## config.mk

```make
export PLATFORM = sky130hd
export DESIGN_NAME = ring_mac_pe
export DESIGN_NICKNAME = d
export VERILOG_FILES = /design/src/rtl/ring_mac_pe.sv
export SDC_FILE = /design/constraint.sdc
export NUM_CORES = 1
export LEC_CHECK = 0
export BUFFER_PORTS_ARGS = -buffer_cell sky130_fd_sc_hd__buf_2
export CAP_MARGIN = 5
export CORE_UTILIZATION = 55
export DETAILED_ROUTE_END_ITERATION = 12
export PLACE_DENSITY_LB_ADDON = 0.1
export SKIP_LAST_GASP = 1
export SLEW_MARGIN = 30
export SYNTH_ARGS = -nofsm -noshare
export SYNTH_HDL_FRONTEND = slang
export SYNTH_SLANG_ARGS = --single-unit
```

## constraint.sdc

```tcl
create_clock -name clk -period 4.82 [get_ports clk]
set_input_delay 0.241 -clock clk [delete_from_list [all_inputs] [get_ports clk]]
set_output_delay 0.241 -clock clk [all_outputs]
set_load 0.05 [all_outputs]
```

## src/rtl/ring_mac_pe.sv

```systemverilog
// Ring multiply-accumulate element: forwards samples downstream and replaces
// the last sample of every N-sample frame with the accumulated dot product.
module ring_mac_pe #(
    parameter int unsigned DW  = 16,
    parameter int unsigned N   = 4,
    parameter bit          SAT = 1'b0,
    parameter int unsigned AW  = 2 * DW + $clog2(N)
) (
    input  logic          clk,
    input  logic          reset,
    input  logic          init,
    input  logic [DW-1:0] x_init,
    input  logic [DW-1:0] x,
    input  logic [DW-1:0] a,
    input  logic          in_valid,
    output logic [DW-1:0] y,
    output logic          y_valid,
    output logic          done,
    output logic          sat_flag
);

    localparam int unsigned CW = (N > 1) ? $clog2(N) : 1;
    localparam int unsigned PW = 2 * DW;
    localparam logic [CW-1:0] LAST = CW'(N - 1);
    localparam logic signed [AW-1:0] MAX_V = AW'({1'b0, {(DW - 1){1'b1}}});
    localparam logic signed [AW-1:0] MIN_V = ~MAX_V;

    logic signed [PW-1:0] prod;
    logic signed [AW-1:0] acc;
    logic signed [AW-1:0] sum;
    logic [CW-1:0]        cnt;
    logic                 hi_clip;
    logic                 lo_clip;
    logic [DW-1:0]        result;

    assign prod = $signed(x) * $signed(a);
    assign sum  = acc + AW'(prod);

    // Frame result: plain truncation, or clamp to the signed DW range.
    always_comb begin
        hi_clip = 1'b0;
        lo_clip = 1'b0;
        result  = sum[DW-1:0];
        if (SAT) begin
            hi_clip = (sum > MAX_V);
            lo_clip = (sum < MIN_V);
            if (hi_clip) begin
                result = MAX_V[DW-1:0];
            end else if (lo_clip) begin
                result = MIN_V[DW-1:0];
            end
        end
    end

    // init takes priority over a sample arriving in the same cycle.
    always_ff @(posedge clk or negedge reset) begin
        if (!reset) begin
            y        <= '0;
            y_valid  <= 1'b0;
            done     <= 1'b0;
            sat_flag <= 1'b0;
            acc      <= '0;
            cnt      <= '0;
        end else if (init) begin
            y        <= x_init;
            y_valid  <= 1'b1;
            done     <= 1'b0;
            sat_flag <= 1'b0;
            acc      <= '0;
            cnt      <= '0;
        end else if (in_valid) begin
            y_valid <= 1'b1;
            if (cnt == LAST) begin
                y    <= result;
                done <= 1'b1;
                acc  <= '0;
                cnt  <= '0;
                if (hi_clip || lo_clip) begin
                    sat_flag <= 1'b1;
                end
            end else begin
                y    <= x;
                done <= 1'b0;
                acc  <= sum;
                cnt  <= cnt + CW'(1);
            end
        end else begin
            y_valid <= 1'b0;
            done    <= 1'b0;
        end
    end

endmodule

```

==> flow_metrics.tcl, run 1 <==
set metrics [dict create \
    status "finished, violations left" \
    violations "negative setup slack" \
    yosys_register_bits 36 \
    required_ps 4990 \
    timing.final.crit_share_pct 100 \
    end_kind "flop" \
    syn-num-nets 933 \
    antenna_left 0 \
    antenna_found_initial 0 \
    dr.first_iter.drc_count 267 \
    max-vdd-ir-drop_mv 0.693 \
    io_buffer_count 69 \
    grt_pass1_vias 5338 \
    drive_above_1_share_pct 23.7 \
    cts_tree "done" \
    yosysTopAreaCellShare_pct 29.1 \
    die_x_um 110 \
    avgRoutedWirePerCell_um 17.1 \
    p_leak_nw 4.13 \
    finalSetupViolations 1 \
    slew_headroom_pct 44.0 \
    finalCriticalPeriod_ps 4830 \
    synth_cell_types 45 \
    grt.total_usage_pct 30.3 \
    worst-slew-pin-transition_ps 840 \
    syn_area_mm2 0.00640 \
    cts_max_path_buffers 2 \
    fin_ws_ps -14.6 \
    h-tree-depth 2 \
    rows 39 \
    crit_type "input port to flop" \
    cts_buffers 5 \
    core-area_mm2 0.0114 \
    start_util_pct 56.3 \
    clkLatencyLatePin_ps 280 \
    dpl.cell_count 968 \
    reg2reg_slack_ps 250 \
    synth_area_leaders "fa_1 (29%), dfrtp_1 (14%), ha_1 (13%), inv_1 (11%), and2_1 (7.7%)" \
    drcViolationCount 0 \
    diodes 0 \
    maxClockFrequency_mhz 207 \
    ios 71 \
    chipHeight_um 110 \
    cp-start-kind "input port" \
    nFillCells 928 \
    hold_class "input port to asynchronous set/reset pin" \
    setup_tns_ps -14.6 \
    vias 5101 \
    skew_ps 5.57 \
    hold_viol_final 0 \
    grt_pass1_wl_um 27200 \
    viasPerCell 5.20 \
    hpwlAfterDp_um 13500 \
    syn_to_final_growth_pct 22.1 \
    firstDrtPassIters 4 \
    yosysWarnings 0 \
    grt_overflow 0 \
    die-area_mm2 0.0121 \
    regArea_um2 901 \
    power_density_mw_per_mm2 789 \
    synth_largest_area_cell "fa_1" \
    rsz0062_at_grt "yes" \
    syn_avg_cell_area_um2 8.87 \
    root_buffer "clkbuf_16" \
    grt_max_degree 37 \
    nets 1049 \
    max_cap_viol_count 0 \
    cp_max_fo 7 \
    synthCells 721 \
    routabilityCongestion 0.937 \
    multi_input_area_mm2 0.00494 \
    cp_data_arrival_time_ps 5000 \
    drv_slew 0 \
    clkSinkCount 36 \
    path_clk_slew_ps 60 \
    yosysSeqAreaShare_pct 14.1 \
    stdcell_count 981 \
    finalWirelength_um 16700 \
]
cell families after synthesis:
kind of cell,after synthesis,share of synthesized area [%]
other,1,0.0586
XOR/XNOR,39,6.00
multiplexers,13,2.03
AND/OR/NAND/NOR,186,15.2
adder cells (fa/ha/maj),160,42.2
flip-flops,36,14.1
AO/OA/AOI/OAI,79,8.17
buffers and inverters,207,12.3
cells in the final DEF (no fill, tap or decap), drive strengths merged, types with 13 or more instances in the layout:
master | netlist | layout
and2 | 87 | 87
dfrtp | 36 | 36
o21ai | 23 | 23
fa | 93 | 93
mux2i | 13 | 13
a21oi | 14 | 14
xnor2 | 31 | 31
nand2 | 69 | 69
ha | 67 | 67
buf | 3 | 136
inv | 180 | 180
final timing paths:
path,from,end,cells after the start
min in group clk,x_init[9],y[9],2
max in group asynchronous,reset,y[8],1
min reg2reg,acc[12],acc[12],2
max reg2reg,acc[3],y[9],19
min,reset,y[10],1
max,x[8],acc[14],18
registers in the layout (all words and copies together) (netlist names):
name     cells
done         1
acc         16
y           16
cnt          2
y_valid      1
area by class of cell:
| class | instances | area share (%) |
|---|---|---|
| clock buffer | 8 | 1.87 |
| inverter | 180 | 8.65 |
| multi-input combinational | 478 | 63.3 |
| sequential | 36 | 11.5 |
| tap | 143 | 2.29 |
| timing repair buffer | 136 | 12.4 |
routing by layer:
| metal | part of all wire [%] | GRT usage, % | wire length, µm | up-vias |
|---|---|---|---|---|
| met2 | 46 | 46.5 | 7620 | 142 |
| li1 | - | - | - | 2403 |
| met4 | 1.4 | 7.05 | 229 | 0 |
| met3 | 7.3 | 6.22 | 1220 | 15 |
| met1 | 46 | 44.1 | 7660 | 2541 |
| met5 | 0 | 0 | 0 | - |
Yosys cell counts, drive strengths merged:
cell type / number
a31oi: 3
and3: 1
buf: 3
clkbuf: 24
xnor2: 31
a21boi: 2
xnor3: 2
nor2b: 1
a41o: 1
and4: 1
o22ai: 1
inv: 180
o211ai: 1
a22oi: 1
and2: 87
a221o: 1
o21a: 1
o21bai: 2
nor2: 12
dfrtp: 36
or2: 1
nand3: 2
a32o: 1
ha: 67
a21o: 8
xor2: 6
fa: 93
nand2: 69
a21oi: 14
a211oi: 5
conb: 1
or3: 1
nor3: 3
o21ai: 23
a22o: 12
mux2i: 13
nand3b: 2
o31ai: 3
nand2b: 6
where the power goes:
group / leakage, nW / switching (mW) / internal (mW)
clock: 0.0712 / 0.125 / 0.206
combinational: 3.60 / 2.72 / 2.71
sequential: 0.454 / 0.0365 / 0.366
total: 4.13 / 2.88 / 3.28
through the flow:
stage	hold WS, ps	instance area (µm²)	power, mW	util (%)	worst slack (ps)
6_report	65.0	7810	6.16	68.7	-14.6
5_1_grt	118	7810	6.77	68.7	-126
4_1_cts	94.1	7680	5.74	67.5	-43.1
3_5_place_dp	396	7380	5.04	64.9	-441
3_3_place_gp	386	7370	4.96	64.9	-384
2_1_floorplan	-54.6	6540	3.69	-	-53.6
critical path, cell delays in order:
cell,delay (ps)
buf_8,120
and2_4,160
fa_1,550
inv_2,50
fa_1,550
fa_1,430
fa_1,510
inv_1,50
fa_1,490
inv_1,50
fa_1,490
inv_2,50
ha_4,270
buf_4,120
nand3_2,60
o211ai_1,380
nand3_1,140
a32o_1,290
timing repair:
action,4_1_cts,5_1_grt
setup endpoints to repair,6,11
hold buffers,0,0
resized for setup,34,35
setup buffers,3,2
pin swaps,19,44
Note: power is estimated with default switching activity, not from simulation.
==> run 2, diff against run 1 <==
Settings changed: CELL_PAD_IN_SITES_DETAIL_PLACEMENT set to 0, CELL_PAD_IN_SITES_GLOBAL_PLACEMENT set to 1, CORE_UTILIZATION 55 to 42.
==> run 2 against run 1 <==
The run now ends clean; register-to-register slack is essentially flat; sequential power barely moved; combinational power rose by 2%; critical path depth rose by 1; highest routed layer unchanged.
==> flow_metrics.tcl, run 2 (synthesis results as in run 1) <==
set metrics [dict create \
    status "finished clean" \
    finalWirelength_um 17200 \
    cts_max_path_buffers 2 \
    root_buffer "clkbuf_16" \
    viasPerCell 4.90 \
    end_kind "flop" \
    slew_headroom_pct 40.8 \
    cp-start-kind "input port" \
    drcViolationCount 0 \
    cp_data_arrival_time_ps 4890 \
    io_buffer_count 69 \
    cts_tree "done" \
    place_ws_ps -420 \
    grt.total_usage_pct 23.3 \
    skew_ps 3.19 \
    internal_power_mw 3.29 \
    crit_type "input port to flop" \
    max-vdd-ir-drop_mv 0.712 \
    comb_power_share_pct 88.3 \
    max_cap_viol_count 0 \
    dr.first_iter.drc_count 221 \
    avgRoutedWirePerCell_um 17.0 \
    swShare_pct 47.5 \
    finalSetupViolations 0 \
    worst-slew-pin-transition_ps 887 \
    antenna_found_initial 0 \
    cts_buffers 5 \
    drive_above_1_share_pct 25.8 \
    routabilityCongestion 0.873 \
    firstDrtPassIters 4 \
    grt_pass1_vias 5467 \
    hold_ws_ps 76.0 \
    reg2reg_slack_ps 250 \
    maxClockFrequency_mhz 213 \
    layout_commonest_cell "inv_1" \
    hpwlAfterDp_um 14400 \
    p_leak_nw 4.15 \
    required_ps 5010 \
    start_util_pct 43.5 \
    rows 44 \
    layout_common_cells "inv_1 (167), fa_1 (88), nand2_1 (66), and2_1 (63), ha_1 (57)" \
    stdcell_count 1016 \
    syn_to_final_growth_pct 24.5 \
    regToRegEndpoint "acc[15]" \
    grt_pass1_wl_um 28700 \
    finalCriticalPeriod_ps 4700 \
    chipHeight_um 125 \
    ios 71 \
    seqPwrFrac_pct 6.5 \
    clkLatencyLatePin_ps 270 \
    r2r_start "acc[3]" \
    pwr-share-clk_pct 5.2 \
    rsz0062_at_grt "yes" \
    hold_class "input port to asynchronous set/reset pin" \
    fin_ws_ps 116 \
    dpl.cell_count 1002 \
    cp_max_fo 8 \
    hold_buffers 0 \
    nets 1043 \
    die-area_mm2 0.0157 \
    vias 4976 \
    reg_top3 "acc x16, y x16, cnt x2" \
    drv_slew 0 \
    diodes 0 \
    grt_overflow 0 \
    nFillCells 1399 \
    timing.final.crit_share_pct 97.6 \
    p_switching_mw 2.97 \
    clkSinkCount 36 \
    path_clk_slew_ps 60 \
    power_density_mw_per_mm2 786 \
    antenna_left 0 \
    grt_max_degree 37 \
    r2r_cells 18 \
    h-tree-depth 2 \
    core-area_mm2 0.0147 \
    die_x_um 125 \
    hold_viol_final 0 \
]
-- run 2: cell types whose count changed in the layout (fill, tap and decap cells not counted), moves of 3 or more --
cell	before	now
buf_4	67	53
and2_4	11	18
and2_1	69	63
buf_6	8	14
inv_1	173	167
inv_2	7	13
buf_2	56	53
buf_8	1	4
o21ai_0	20	17
-- run 2: final cells by class --
cell class              instances  area, µm²  share of cell area [%]
multi-input cells             478       5000                    62.8
repair buffers                130       1010                    12.6
flip-flops and latches         36        901                    11.3
inverters                     180        676                    8.48
well taps                     184        230                    2.89
clock buffers                   8        146                    1.84
-- run 2: layer usage --
layer  vias to the layer above  wire length, µm  GRT usage [%]
li1                       2391                -              -
met1                      2477             8450           34.7
met2                       102             8070           38.1
met3                         6              610           1.84
met4                         0               98           2.22
met5                         -                0              0
-- run 2: critical path: stages --
cell     delay [ps]
buf_12          120
and2_4          140
fa_1            540
inv_2            40
fa_1            510
fa_1            430
fa_1            510
inv_2            40
fa_1            470
inv_1            50
fa_1            490
inv_2            50
ha_4            220
a21o_1          180
a41o_1          230
a21oi_4         180
o21ai_2         100
xnor2_2         160
o31ai_2         180
-- run 2: power groups by stage --
stage / sequential [mW] / clock, mW / combinational (mW)
6_report: 0.405 / 0.327 / 5.53
5_1_grt: 0.411 / 0.344 / 6.20
4_1_cts: 0.405 / 0.331 / 4.96
3_5_place_dp: 0.409 / 0 / 4.69
3_3_place_gp: 0.409 / 0 / 4.62
2_1_floorplan: 0.448 / 0 / 3.25
-- run 2: stage by stage --
stage                     cell area (µm²)  utilization, %  TNS, ps  power [mW]
after floorplan                      6540               -     -117        3.69
after global placement               7380            50.2    -3330        5.03
after detailed placement             7380            50.2    -3760        5.10
after CTS                            7630            51.9        0        5.69
after global routing                 7960            54.2     -133        6.95
final                                7960            54.2        0        6.26
-- run 2: worst max path at each step --
stage	from	to	slack, ps
detailed placement	a[2]	y[15]	-420
floorplan	a[1]	acc[15]	-50
CTS	a[6]	acc[14]	3
global route	a[2]	acc[15]	-60
finish	x[5]	acc[15]	120
global placement	a[2]	y[15]	-380
-- run 2: timing repair --
action / CTS / global route
pin swaps: 24 / 48
endpoints found under the setup margin: 9 / 12
buffers inserted: 0 / 5
cloned: 0 / 1
gates resized for setup: 35 / 80
==> run 3, diff against run 2 <==
Settings changed: ABC_CLOCK_PERIOD_IN_PS set to 4820, CELL_PAD_IN_SITES_DETAIL_PLACEMENT 0 to 1.
==> run 3 against run 2 <==
Sequential cell count unchanged; core utilization increased by 0.085 points; cell count up 0.89%; register-to-register slack about the same; critical path depth grew 1.
==> flow_metrics.tcl, run 3 (synthesis results as in run 1) <==
set metrics [dict create \
    path_clk_slew_ps 50 \
    avgRoutedWirePerCell_um 19.0 \
    nets 1053 \
    fin_ws_ps 36.5 \
    routabilityCongestion 0.873 \
    dpl.cell_count 1002 \
    grt_overflow 0 \
    place_ws_ps -542 \
    finalCriticalPeriod_ps 4780 \
    die_x_um 125 \
    antenna_found_initial 0 \
    rows 44 \
    antenna_left 0 \
    h-tree-depth 2 \
    die-area_mm2 0.0157 \
    chipHeight_um 125 \
    layout_commonest_cell "inv_1" \
    status "finished clean" \
    clkSinkCount 36 \
    cp_data_arrival_time_ps 4960 \
    cp_max_fo 7 \
    route.met2.wl_um 9730 \
    finalWirelength_um 19500 \
    firstDrtPassIters 4 \
    endpoint "acc[15]" \
    crit_type "input port to flop" \
    top_layer_used "met4" \
    slew_headroom_pct 40.8 \
    stdcell_count 1025 \
    syn_to_final_growth_pct 24.7 \
    regToRegEndpoint "y[11]" \
    grt_max_degree 37 \
    viasPerCell 5.05 \
    grt.total_usage_pct 26.1 \
    timing.final.crit_share_pct 99.2 \
    setup_tns_ps 0 \
    drv_slew 0 \
    multi_input_area_mm2 0.00502 \
    r2r_start "acc[3]" \
    rsz0062_at_grt "yes" \
    worst-slew-pin-transition_ps 887 \
    io_buffer_count 69 \
    end_kind "flop" \
    nFillCells 1724 \
    clkLatencyLatePin_ps 270 \
    root_buffer "clkbuf_16" \
    cts_tree "done" \
    core-area_mm2 0.0147 \
    hpwlAfterDp_um 16100 \
    grt_pass1_vias 5921 \
    cts_max_path_buffers 2 \
    required_ps 5000 \
    max_cap_viol_count 0 \
    diodes 0 \
    r2r_cells 19 \
    drive_above_1_share_pct 26.0 \
    drcViolationCount 0 \
    vias 5173 \
    dr.first_iter.drc_count 243 \
    m1WireLength_um 8680 \
    cts_buffers 5 \
    finalSetupViolations 0 \
    hold_class "input port to asynchronous set/reset pin" \
    start_util_pct 43.5 \
    grt_pass1_wl_um 31700 \
    route.met3.wl_um 681 \
    maxClockFrequency_mhz 209 \
    hold_viol_final 0 \
    skew_ps 3.58 \
    crit_start "x[6]" \
    regArea_um2 901 \
    ios 71 \
    layout_common_cells "inv_1 (168), fa_1 (88), buf_4 (70), and2_1 (69), nand2_1 (68)" \
    cp-start-kind "input port" \
    reg2reg_slack_ps 240 \
    reg_top3 "acc x16, y x16, cnt x2" \
]
run 3: cell count changes in the layout (fill, tap and decap cells not counted), sizes merged:
| cell | previous run | this run |
|---|---|---|
| buf | 129 | 140 |
| clkinv | 0 | 1 |
| clkbuf | 9 | 6 |
run 3: worst min-delay path by stage:
| stage | startpoint | endpoint |
|---|---|---|
| finish | reset | y[9] |
| global route | reset | y_valid |
| CTS | reset | y[6] |
| detailed placement | reset | y_valid |
| global placement | reset | y[9] |
| floorplan | reset | acc[0] |
run 3: repair_timing:
| item | in CTS | in global routing |
|---|---|---|
| pin swaps | 31 | 32 |
| setup buffers | 9 | 7 |
| hold buffers | 0 | 0 |
| resized for setup | 61 | 33 |
| endpoints found under the setup margin | 10 | 13 |
run 3: per-layer routing:
metal,GRT usage [%],up-vias
met5,0,-
met4,6.24,0
met3,1.50,19
met2,45.2,116
met1,35.7,2623
li1,-,2415
run 3: per-stage QoR:
step                      utilization (%)  hold slack [ps]  instance area, µm²
after floorplan                         -            -54.6                6540
after global placement               50.2              379                7380
after detailed placement             50.2              403                7380
after CTS                            53.1              111                7810
after global routing                 54.3              146                7980
final                                54.3             77.2                7980
run 3: worst max-delay path, stage by stage:
cell     delay, ps
buf_12         120
buf_6          110
and2_4         150
fa_1           560
inv_2           50
fa_2           450
fa_2           350
inv_1           80
fa_1           440
fa_1           550
inv_1           50
fa_1           490
inv_2           50
ha_4           230
a21o_1         180
a41o_1         230
a21oi_4        180
o21ai_2        110
xnor2_2        150
o31ai_2        180
run 3: final cells by class:
class,count,share of cell area (%)
clock buffers,6,1.62
clock inverters,1,0.0627
inverters,180,8.47
multi-input cells,478,62.9
flip-flops and latches,36,11.3
well taps,184,2.89
repair buffers,140,12.8
Power of run 3 is not shown: default switching activity piles up to over one toggle a cycle in this logic, so the estimate is an artifact.
